$ cat config.mk
export PLATFORM = sky130hd
export DESIGN_NAME = local_ni_flat
export DESIGN_NICKNAME = d
export VERILOG_FILES = /design/src/rtl/local_ni_if.sv /design/src/rtl/local_ni.sv /design/src/flat_wrapper.sv
export SDC_FILE = /design/constraint.sdc
export NUM_CORES = 1
export LEC_CHECK = 0
export ABC_CLOCK_PERIOD_IN_PS = 10200
export CORE_UTILIZATION = 30
export CTS_CLUSTER_SIZE = 12
export DETAILED_ROUTE_END_ITERATION = 10
export PLACE_DENSITY = 0.44
export SYNTH_ARGS = -nofsm -noshare
export SYNTH_HDL_FRONTEND = slang
export SYNTH_SLANG_ARGS = --single-unit
export TNS_END_PERCENT = 1
$ cat constraint.sdc
create_clock -name clk -period 10.2 [get_ports clk]
set_input_delay 2.04 -clock clk [delete_from_list [all_inputs] [get_ports clk]]
set_output_delay 2.04 -clock clk [all_outputs]
set_load 0.005 [all_outputs]
$ cat src/rtl/local_ni_if.sv
// Handshake bundle between the local NI, the processing core and the router L port.
// The slave modport is the NI's view; master is the surrounding core/router side.
interface local_ni_if #(
  parameter int unsigned DATASIZE = 40,
  parameter int unsigned WIDTH    = 3
);
  // Core request side
  logic                core_valid;
  logic                core_ready;
  logic [3:0]          core_dst;
  logic [21:0]         core_data;
  logic [1:0]          core_type;

  // Router L input (inject)
  logic [DATASIZE-1:0] inj_data;
  logic                inj_valid;
  logic                inj_full;
  logic [WIDTH:0]      inj_pressure;

  // Router L output (eject)
  logic [DATASIZE-1:0] ej_data;
  logic                ej_valid;

  // Core receive side
  logic                rx_valid;
  logic                rx_ready;
  logic [3:0]          rx_src;
  logic [21:0]         rx_data;
  logic [1:0]          rx_type;
  logic [7:0]          rx_latency;

  modport slave (
    input  core_valid, core_dst, core_data, core_type,
    output core_ready,
    output inj_data, inj_valid,
    input  inj_full, inj_pressure,
    input  ej_data, ej_valid,
    output rx_valid, rx_src, rx_data, rx_type, rx_latency,
    input  rx_ready
  );

  modport master (
    output core_valid, core_dst, core_data, core_type,
    input  core_ready,
    input  inj_data, inj_valid,
    output inj_full, inj_pressure,
    output ej_data, ej_valid,
    input  rx_valid, rx_src, rx_data, rx_type, rx_latency,
    output rx_ready
  );
endinterface

$ cat src/rtl/local_ni.sv
// Local network interface: stamps core requests into flits for the router L port and
// buffers ejected flits for the core, measuring their network latency.
module local_ni #(
  parameter logic [3:0]  NODE_ID  = 4'd0,
  parameter int unsigned DATASIZE = 40,
  parameter int unsigned DEPTH    = 8,
  parameter int unsigned WIDTH    = 3,
  parameter logic [3:0]  THROTTLE = 4'd6,
  parameter int unsigned EJ_DEPTH = 4
) (
  input  logic        clk,
  input  logic        rst,
  local_ni_if.slave   bus,
  output logic [15:0] tx_count,
  output logic [15:0] rx_count,
  output logic [7:0]  drop_count,
  output logic        misroute
);

  localparam int unsigned EjW = $clog2(EJ_DEPTH);

  typedef struct packed {
    logic [3:0]  src;
    logic [21:0] data;
    logic [1:0]  typ;
    logic [7:0]  lat;
  } ej_entry_t;

  logic [7:0] ts;

  // ---------------------------------------------------------------------------
  // Inject path
  // ---------------------------------------------------------------------------
  logic [DATASIZE-1:0] inj_mem [DEPTH];
  logic [WIDTH-1:0]    inj_wr;
  logic [WIDTH-1:0]    inj_rd;
  logic [WIDTH:0]      inj_cnt;
  logic                inj_push;
  logic                inj_pop;
  logic [DATASIZE-1:0] inj_flit;

  function automatic logic [WIDTH-1:0] inj_next(input logic [WIDTH-1:0] p);
    return (p == WIDTH'(DEPTH - 1)) ? '0 : p + WIDTH'(1);
  endfunction

  assign bus.core_ready = (inj_cnt != (WIDTH+1)'(DEPTH));
  assign inj_push       = bus.core_valid && bus.core_ready;
  // Launch decision uses only registered occupancy and the sampled router status.
  assign inj_pop        = (inj_cnt != '0) && !bus.inj_full &&
                          (bus.inj_pressure < (WIDTH+1)'(THROTTLE));
  assign inj_flit       = DATASIZE'({NODE_ID, bus.core_dst, ts, bus.core_data, bus.core_type});

  always_ff @(posedge clk) begin
    if (inj_push) inj_mem[inj_wr] <= inj_flit;
  end

  always_ff @(posedge clk or posedge rst) begin
    if (rst) begin
      ts            <= '0;
      inj_wr        <= '0;
      inj_rd        <= '0;
      inj_cnt       <= '0;
      bus.inj_data  <= '0;
      bus.inj_valid <= 1'b0;
      tx_count      <= '0;
    end else begin
      ts            <= ts + 8'd1;
      bus.inj_valid <= inj_pop;
      if (inj_push) inj_wr <= inj_next(inj_wr);
      if (inj_pop) begin
        bus.inj_data <= inj_mem[inj_rd];
        inj_rd       <= inj_next(inj_rd);
        tx_count     <= tx_count + 16'd1;
      end
      unique case ({inj_push, inj_pop})
        2'b10:   inj_cnt <= inj_cnt + (WIDTH+1)'(1);
        2'b01:   inj_cnt <= inj_cnt - (WIDTH+1)'(1);
        default: ;
      endcase
    end
  end

  // ---------------------------------------------------------------------------
  // Eject path
  // ---------------------------------------------------------------------------
  ej_entry_t      ej_mem [EJ_DEPTH];
  ej_entry_t      ej_in;
  ej_entry_t      ej_head;
  logic [EjW-1:0] ej_wr;
  logic [EjW-1:0] ej_rd;
  logic [EjW:0]   ej_cnt;
  logic           ej_full;
  logic           ej_push;
  logic           ej_drop;
  logic           rx_pop;

  assign ej_full = (ej_cnt == (EjW+1)'(EJ_DEPTH));
  assign rx_pop  = bus.rx_valid && bus.rx_ready;
  // A pop on the same edge frees a slot, so a full FIFO can still take the flit.
  assign ej_push = bus.ej_valid && (!ej_full || rx_pop);
  assign ej_drop = bus.ej_valid && !ej_push;

  always_comb begin
    ej_in      = '0;
    ej_in.src  = bus.ej_data[39:36];
    ej_in.data = bus.ej_data[23:2];
    ej_in.typ  = bus.ej_data[1:0];
    ej_in.lat  = ts - bus.ej_data[31:24];
  end

  always_ff @(posedge clk) begin
    if (ej_push) ej_mem[ej_wr] <= ej_in;
  end

  always_ff @(posedge clk or posedge rst) begin
    if (rst) begin
      ej_wr      <= '0;
      ej_rd      <= '0;
      ej_cnt     <= '0;
      rx_count   <= '0;
      drop_count <= '0;
      misroute   <= 1'b0;
    end else begin
      if (ej_push) begin
        ej_wr    <= ej_wr + EjW'(1);
        rx_count <= rx_count + 16'd1;
      end
      if (rx_pop) ej_rd <= ej_rd + EjW'(1);
      if (ej_drop && (drop_count != 8'hff)) drop_count <= drop_count + 8'd1;
      if (bus.ej_valid && (bus.ej_data[35:32] != NODE_ID)) misroute <= 1'b1;
      unique case ({ej_push, rx_pop})
        2'b10:   ej_cnt <= ej_cnt + (EjW+1)'(1);
        2'b01:   ej_cnt <= ej_cnt - (EjW+1)'(1);
        default: ;
      endcase
    end
  end

  // Show-ahead head; fields read as zero while empty so stale entries never leak out.
  always_comb begin
    ej_head        = ej_mem[ej_rd];
    bus.rx_valid   = (ej_cnt != '0);
    bus.rx_src     = '0;
    bus.rx_data    = '0;
    bus.rx_type    = '0;
    bus.rx_latency = '0;
    if (bus.rx_valid) begin
      bus.rx_src     = ej_head.src;
      bus.rx_data    = ej_head.data;
      bus.rx_type    = ej_head.typ;
      bus.rx_latency = ej_head.lat;
    end
  end

endmodule

$ cat src/flat_wrapper.sv
// flat-port wrapper written by rule: the top's interface ports become plain ports
module local_ni_flat 
#(
  parameter logic [3:0]  NODE_ID  = 4'd0,
  parameter int unsigned DATASIZE = 40,
  parameter int unsigned DEPTH    = 8,
  parameter int unsigned WIDTH    = 3,
  parameter logic [3:0]  THROTTLE = 4'd6,
  parameter int unsigned EJ_DEPTH = 4
)
  (clk, rst, tx_count, rx_count, drop_count, misroute, bus_core_valid, bus_core_dst, bus_core_data, bus_core_type, bus_core_ready, bus_inj_data, bus_inj_valid, bus_inj_full, bus_inj_pressure, bus_ej_data, bus_ej_valid, bus_rx_valid, bus_rx_src, bus_rx_data, bus_rx_type, bus_rx_latency, bus_rx_ready);
  local_ni_if #(.DATASIZE(DATASIZE), .WIDTH(WIDTH)) bus_i ();
  input  logic clk;
  input  logic rst;
  output logic [15:0] tx_count;
  output logic [15:0] rx_count;
  output logic [7:0] drop_count;
  output logic misroute;
  input wire logic [$bits(bus_i.core_valid)-1:0] bus_core_valid;
  input wire logic [$bits(bus_i.core_dst)-1:0] bus_core_dst;
  input wire logic [$bits(bus_i.core_data)-1:0] bus_core_data;
  input wire logic [$bits(bus_i.core_type)-1:0] bus_core_type;
  output wire logic [$bits(bus_i.core_ready)-1:0] bus_core_ready;
  output wire logic [$bits(bus_i.inj_data)-1:0] bus_inj_data;
  output wire logic [$bits(bus_i.inj_valid)-1:0] bus_inj_valid;
  input wire logic [$bits(bus_i.inj_full)-1:0] bus_inj_full;
  input wire logic [$bits(bus_i.inj_pressure)-1:0] bus_inj_pressure;
  input wire logic [$bits(bus_i.ej_data)-1:0] bus_ej_data;
  input wire logic [$bits(bus_i.ej_valid)-1:0] bus_ej_valid;
  output wire logic [$bits(bus_i.rx_valid)-1:0] bus_rx_valid;
  output wire logic [$bits(bus_i.rx_src)-1:0] bus_rx_src;
  output wire logic [$bits(bus_i.rx_data)-1:0] bus_rx_data;
  output wire logic [$bits(bus_i.rx_type)-1:0] bus_rx_type;
  output wire logic [$bits(bus_i.rx_latency)-1:0] bus_rx_latency;
  input wire logic [$bits(bus_i.rx_ready)-1:0] bus_rx_ready;
  assign bus_i.core_valid = bus_core_valid;
  assign bus_i.core_dst = bus_core_dst;
  assign bus_i.core_data = bus_core_data;
  assign bus_i.core_type = bus_core_type;
  assign bus_core_ready = bus_i.core_ready;
  assign bus_inj_data = bus_i.inj_data;
  assign bus_inj_valid = bus_i.inj_valid;
  assign bus_i.inj_full = bus_inj_full;
  assign bus_i.inj_pressure = bus_inj_pressure;
  assign bus_i.ej_data = bus_ej_data;
  assign bus_i.ej_valid = bus_ej_valid;
  assign bus_rx_valid = bus_i.rx_valid;
  assign bus_rx_src = bus_i.rx_src;
  assign bus_rx_data = bus_i.rx_data;
  assign bus_rx_type = bus_i.rx_type;
  assign bus_rx_latency = bus_i.rx_latency;
  assign bus_i.rx_ready = bus_rx_ready;
  local_ni #(.NODE_ID(NODE_ID), .DATASIZE(DATASIZE), .DEPTH(DEPTH), .WIDTH(WIDTH), .THROTTLE(THROTTLE), .EJ_DEPTH(EJ_DEPTH)) u_core (.clk(clk), .rst(rst), .bus(bus_i), .tx_count(tx_count), .rx_count(rx_count), .drop_count(drop_count), .misroute(misroute));
endmodule
==> summary.txt, run 1 <==
Nets@finish - 1430
Post-synthesis register bit count - 535
Worst Path Buf+Inv - 2
Largest stage delay on the critical path - 0.64 ns
Post-synth top flop - edfxtp_1
# setup viols final - 0
CORE AREA - 68800 um^2
Fin crit share - 50.7%
Distinct cell type count of the synthesized netlist - 45
P_sw - 2.02 mW
Final Skew - 0.0805 ns
HPWL Detailed - 25.3 mm
CP required - 8.16 ns
Initial antenna violation count - 1
Hold Crit Class - register to register
Total GRT Usage - 13.3%
Crit path kind - register to output pin
Drt total wl - 46.6 mm
CP arrival - 3.13 ns
Post-Syn Instances - 1103
Pin count of the biggest net entering global routing - 83
Routed Antenna Nets - 0
CTS tree - done
Final hold viol count - 0
Via-to-Cell Ratio - 4.54
Pwr Density - 272 nW/um^2
Postcts setup bufs - 0
Slew at the pin closest to its max-slew limit - 1.02 ns
Grt ovf - 0
Hold-fix buffers at CTS - 0
Pint - 5.01 mW
Largest cells by area after synthesis - edfxtp_1 62%, dfrtp_1 12%, mux4_2 12%, xnor2_1 1.8%, mux2i_1 1.7%
Routability cong. - 0.712
Sw Share - 28.7%
Die span in y - 266 um
Placed cells - 2198
Relative slew margins - 32.3%
Die area - 70800 um^2
Slowest cell on crit path - dfrtp_2
Ant. Diodes - 0
CP endpoint kind - output pin
Lkg Pwr - 8.86 nW
Min Tclk post-route - 5.17 ns
Worst path top cell family by delay - buffers and inverters
Register area share after synthesis - 74.3%
Asr flop ratio synth - 19.3%
Clock share of power - 28.9%
# IOs - 198
Initial Util - 30.4%
Seq pwr share - 44.0%
F_max - 0.193 GHz
Routed wire per std cell - 20.2 um
Outcome - finished clean
CTS Buf Count - 58
Crit-path cells - buf_4, mux4_2, and2_1, clkdlybuf4s50_1
Clock Tree Buf Depth - 3
Post-layout util - 37.6%
Remaining DRCs - 0
Drt initial violations - 574
FP Rows - 96
Crit path max fanout - 26
Vias in the first global route - 11006
Layout area overhead - 23.7%
Total power - 7.03 mW
Slew Limit Fails - 0
Synth Cell Area - 20900 um^2
Most common cell after layout, fill and taps aside - edfxtp_1
DR vias - 10479
PostCTS Resize Cnt - 0
IO Port Bufs - 192
Synth warnings - 0
Setup tns final - 0 ns
Unrepaired setup endpoints after global routing - false
Max-Cap Viols - 0
Worst setup SP type - register
Share of the synthesized area in the top cell type - 62.0%
First-pass DRT Iterations - 4
Layout cells sized above 1 - 17.3%
First-pass GRT wire length - 70.3 mm
Clk root buf - clkbuf_16
Clk pin slew, worst setup/hold paths - 0.06 ns
Max IR drop VDD - 0.162 mV
Most frequent cells in the layout - 432 x edfxtp_1, 192 x clkdlybuf4s50_1, 108 x mux4_2
Die width - 266 um
Area leader, netlist - edfxtp_1
EDFF count, synth - 432
Clock Latency Late Sink - 0.66 ns
Syn_area_per_cell - 19.0 um^2
Clock sinks - 535
Final Non-Filler Cells - 2308
H-tree Lvls - 2
Gate power share - 27.1%
-- path summary, 6_finish.rpt --
check | start | end | slack [ns] | depth (start not counted)
worst max-delay path | u_core.ej_rd[0] | bus_rx_latency[2] | 5.03 | 4
worst min-delay path | u_core.rx_count[15] | u_core.rx_count[15] | 0.47 | 1
worst max register to register | u_core.inj_rd[0] | u_core.bus.inj_data[26] | 7.19 | 4
worst min register to register | u_core.rx_count[15] | u_core.rx_count[15] | 0.47 | 1
max in group asynchronous | rst | u_core.inj_rd[0] | 6.81 | 3
min in group asynchronous | rst | u_core.rx_count[2] | 1.89 | 2
-- worst register-to-register path, stage by stage, from the launching register on --
cell     delay (ns)
dfrtp_4        1.01
buf_4          0.80
mux4_2         0.62
mux2i_1        0.34
o21ai_0        0.14
-- cell families (layout without fill, tap and decap cells) --
group,count (synthesis),in the layout,synth area share (%)
flops,535,535,74.3
simple gates,197,197,4.79
mux,147,147,13.5
buf+inv,74,345,1.57
compound gates,65,65,1.77
xor+xnor,59,59,2.47
fa+ha+maj,25,25,1.60
other cells,1,4,0.0179
-- synthesized netlist by cell type (all sizes together), types with 3 or more instances --
| library cell | instances |
|---|---|
| edfxtp | 432 |
| mux4 | 108 |
| dfrtp | 103 |
| nand2 | 69 |
| o21ai | 43 |
| xnor2 | 42 |
| and2 | 37 |
| mux2i | 36 |
| buf | 26 |
| clkbuf | 24 |
| inv | 24 |
| ha | 22 |
| nand3 | 20 |
| nor2 | 17 |
| xor2 | 17 |
| and3 | 16 |
| nor3 | 14 |
| nand4 | 9 |
| a21oi | 6 |
| nand2b | 6 |
| a21o | 5 |
| fa | 3 |
| mux2 | 3 |
| o41ai | 3 |
-- stage by stage --
step	hold slack, ns	cell area (um^2)	setup slack, ns
after global placement	0.450	24000	5.59
final	0.471	25900	5.03
after global routing	0.498	25900	4.79
after floorplan	0.459	20900	4.01
after detailed placement	0.467	24000	5.58
after CTS	0.475	25900	4.88
-- routing by layer --
| layer | wire (um) | global-route usage [%] | part of all wire [%] | vias to the layer above |
|---|---|---|---|---|
| met5 | 12 | 0 | 0.026 | - |
| met4 | 901 | 3.62 | 1.9 | 2 |
| met3 | 2090 | 2.87 | 4.5 | 65 |
| met2 | 22500 | 21.9 | 48 | 189 |
| met1 | 21100 | 17.8 | 45 | 5485 |
| li1 | - | - | - | 4738 |
-- state kept, by name, summed over array words and instances (netlist names) --
register and flops:
u_core.ej_mem 144, u_core.bus.inj_data 36, u_core.rx_count 16, u_core.inj_cnt 4
u_core.ej_wr 2, u_core.bus.inj_valid 1, u_core.misroute 1, u_core.inj_rd 3
u_core.ej_cnt 3, u_core.tx_count 16, u_core.ej_rd 2, u_core.inj_wr 3
u_core.ts 8, u_core.drop_count 8, u_core.inj_mem 288
-- power groups by stage --
stage,Combinational [mW],Clock [mW],Sequential [mW]
3_5_place_dp,1.97,0,3.15
6_report,1.90,2.03,3.10
3_3_place_gp,1.96,0,3.14
4_1_cts,1.97,2.10,3.11
2_1_floorplan,1.19,0,2.98
5_1_grt,2.09,2.18,3.15
-- area by class of cell --
cell class                 instances  area, um^2
timing repair buffer             211        2060
multi-input combinational        497        5120
clock buffer                      90        1680
tap                              931        1160
clock inverter                    20         201
inverter                          24        92.6
fill                            6382       42900
sequential                       535       15600
No activity file was read; power rests on OpenSTA's default activity.
==> run 2, diff against run 1 <==
- ABC_CLOCK_PERIOD_IN_PS: 10200 -> 4400
- PLACE_DENSITY: 0.44 -> 0.46
- clock period: 10.2 -> 4.4 ns (I/O delays scaled with it)
==> summary.txt, run 2 (synthesis gave the netlist of run 1 again) <==
Largest stage delay on the critical path - 0.86 ns
Max FFs per register - 288
Fill cells - 6348
Total GRT Usage - 13.2%
Clk root buf - clkbuf_16
R2r endpoint - u_core.ej_cnt[1]
Routability cong. - 0.713
Clock sinks - 535
Min Tclk post-route - 3.60 ns
Remaining DRCs - 0
Worst Path Buf+Inv - 1
Worst path top cell family by delay - simple AND/OR/NAND/NOR gates
Relative slew margins - 39.1%
Number of cells on the worst reg-to-reg path - 6
F_max - 0.278 GHz
PostCTS Resize Cnt - 0
Worst setup path endpoint - bus_rx_latency[0]
Final instance area - 25900 um^2
Crit-path cells - or3_2, and2_1, clkdlybuf4s50_1
Final hold viol count - 0
H-tree Lvls - 2
Layout area overhead - 23.8%
Slowest cell on crit path - or3_2
Max IR drop VDD - 0.308 mV
Clk pin slew, worst setup/hold paths - 0.06 ns
Biggest register - u_core.inj_mem
Crit path kind - register to output pin
Hold Crit Class - register to register
CORE AREA - 68800 um^2
Largest regs - u_core.inj_mem (288), u_core.ej_mem (144), u_core.bus.inj_data (36)
# setup viols final - 0
Crit path max fanout - 40
Slew at the pin closest to its max-slew limit - 0.913 ns
Postcts setup bufs - 0
Pwr Density - 625 nW/um^2
Outcome - finished clean
Hold-fix buffers at CTS - 0
Initial antenna violation count - 2
Crit path from - u_core.ej_cnt[0]
Slew Limit Fails - 0
Grt ovf - 0
CTS Buf Count - 58
Via-to-Cell Ratio - 4.50
Pin count of the biggest net entering global routing - 83
First-pass DRT Iterations - 4
Initial Util - 30.4%
Most common cell after layout, fill and taps aside - edfxtp_1
Unrepaired setup endpoints after global routing - false
Ant. Diodes - 0
R2r startpoint - u_core.ej_cnt[0]
Fin crit share - 81.8%
First-pass GRT wire length - 70.1 mm
Final Skew - 0.0231 ns
Max-Cap Viols - 0
Die width - 266 um
Most frequent cells in the layout - 432 x edfxtp_1, 192 x clkdlybuf4s50_1, 108 x mux4_2
Lkg Pwr - 8.85 nW
IO Port Bufs - 192
Clock Tree Buf Depth - 3
FP Rows - 96
CP endpoint kind - output pin
Layout cells sized above 1 - 16.6%
CTS tree - done
Drt initial violations - 574
Routed Antenna Nets - 0
Clock Latency Late Sink - 0.61 ns
Drt total wl - 46.1 mm
Die span in y - 266 um
Setup tns final - 0 ns
DR vias - 10395
Worst setup SP type - register
Vias in the first global route - 11021
Worst path depth - 3
HPWL Detailed - 26.1 mm
Die area - 70800 um^2
DP Area - 24100 um^2
Routed wire per std cell - 20.0 um
CP arrival - 2.72 ns
Reg2reg setup slack - 1.88 ns
# IOs - 198
CP required - 3.52 ns
Nets@finish - 1434
-- run 2: cell count changes in the layout (fill, tap and decap cells not counted) --
cell       delta
buf_12        +6
buf_4         -2
clkbuf_1      -7
clkbuf_16     +1
clkbuf_8      -7
clkinv_1     +17
clkinv_16     -1
clkinv_2      -6
clkinv_4      -1
inv_8         +1
nor4_2        -1
nor4_4        +1
-- run 2: final cells by class --
type	instances	area, um^2	area share [%]
tap	931	1160	4.50
clock buffer	77	1580	6.11
timing repair buffer	215	2170	8.37
sequential	535	15600	60.1
clock inverter	30	208	0.802
inverter	24	92.6	0.357
multi-input combinational	497	5130	19.8
-- run 2: how the worst min path moves through the flow --
stage	from	to	cells past startpoint
2_1_floorplan	u_core.misroute	u_core.misroute	1
3_3_place_gp	u_core.misroute	u_core.misroute	1
3_5_place_dp	u_core.misroute	u_core.misroute	1
4_1_cts	u_core.misroute	u_core.misroute	1
5_1_grt	u_core.rx_count[15]	u_core.rx_count[15]	1
6_report	u_core.misroute	u_core.misroute	1
-- run 2: power breakdown --
part           switching [mW]  internal (mW)
clock network            1.96           2.58
logic                    2.02           2.50
registers               0.660           6.47
total                    4.64           11.6
-- run 2: metrics by stage --
step | cells | power (mW) | setup slack (ns) | util [%] | hold WS, ns
6_report | 2309 | 16.2 | 0.802 | 37.6 | 0.467
3_3_place_gp | 2202 | 11.9 | 0.973 | 35.0 | 0.450
2_1_floorplan | 1106 | 9.66 | 0.321 | - | 0.459
4_1_cts | 2309 | 16.6 | 0.687 | 37.6 | 0.471
5_1_grt | 2309 | 17.1 | 0.622 | 37.6 | 0.496
3_5_place_dp | 2202 | 11.9 | 1.00 | 35.0 | 0.453
-- run 2: layer usage --
metal	global-route usage [%]	up-vias	part of all wire (%)
li1	-	4755	-
met1	18.1	5406	46
met2	21.6	172	49
met3	2.47	58	3.8
met4	3.46	4	1.9
met5	0	-	0.050
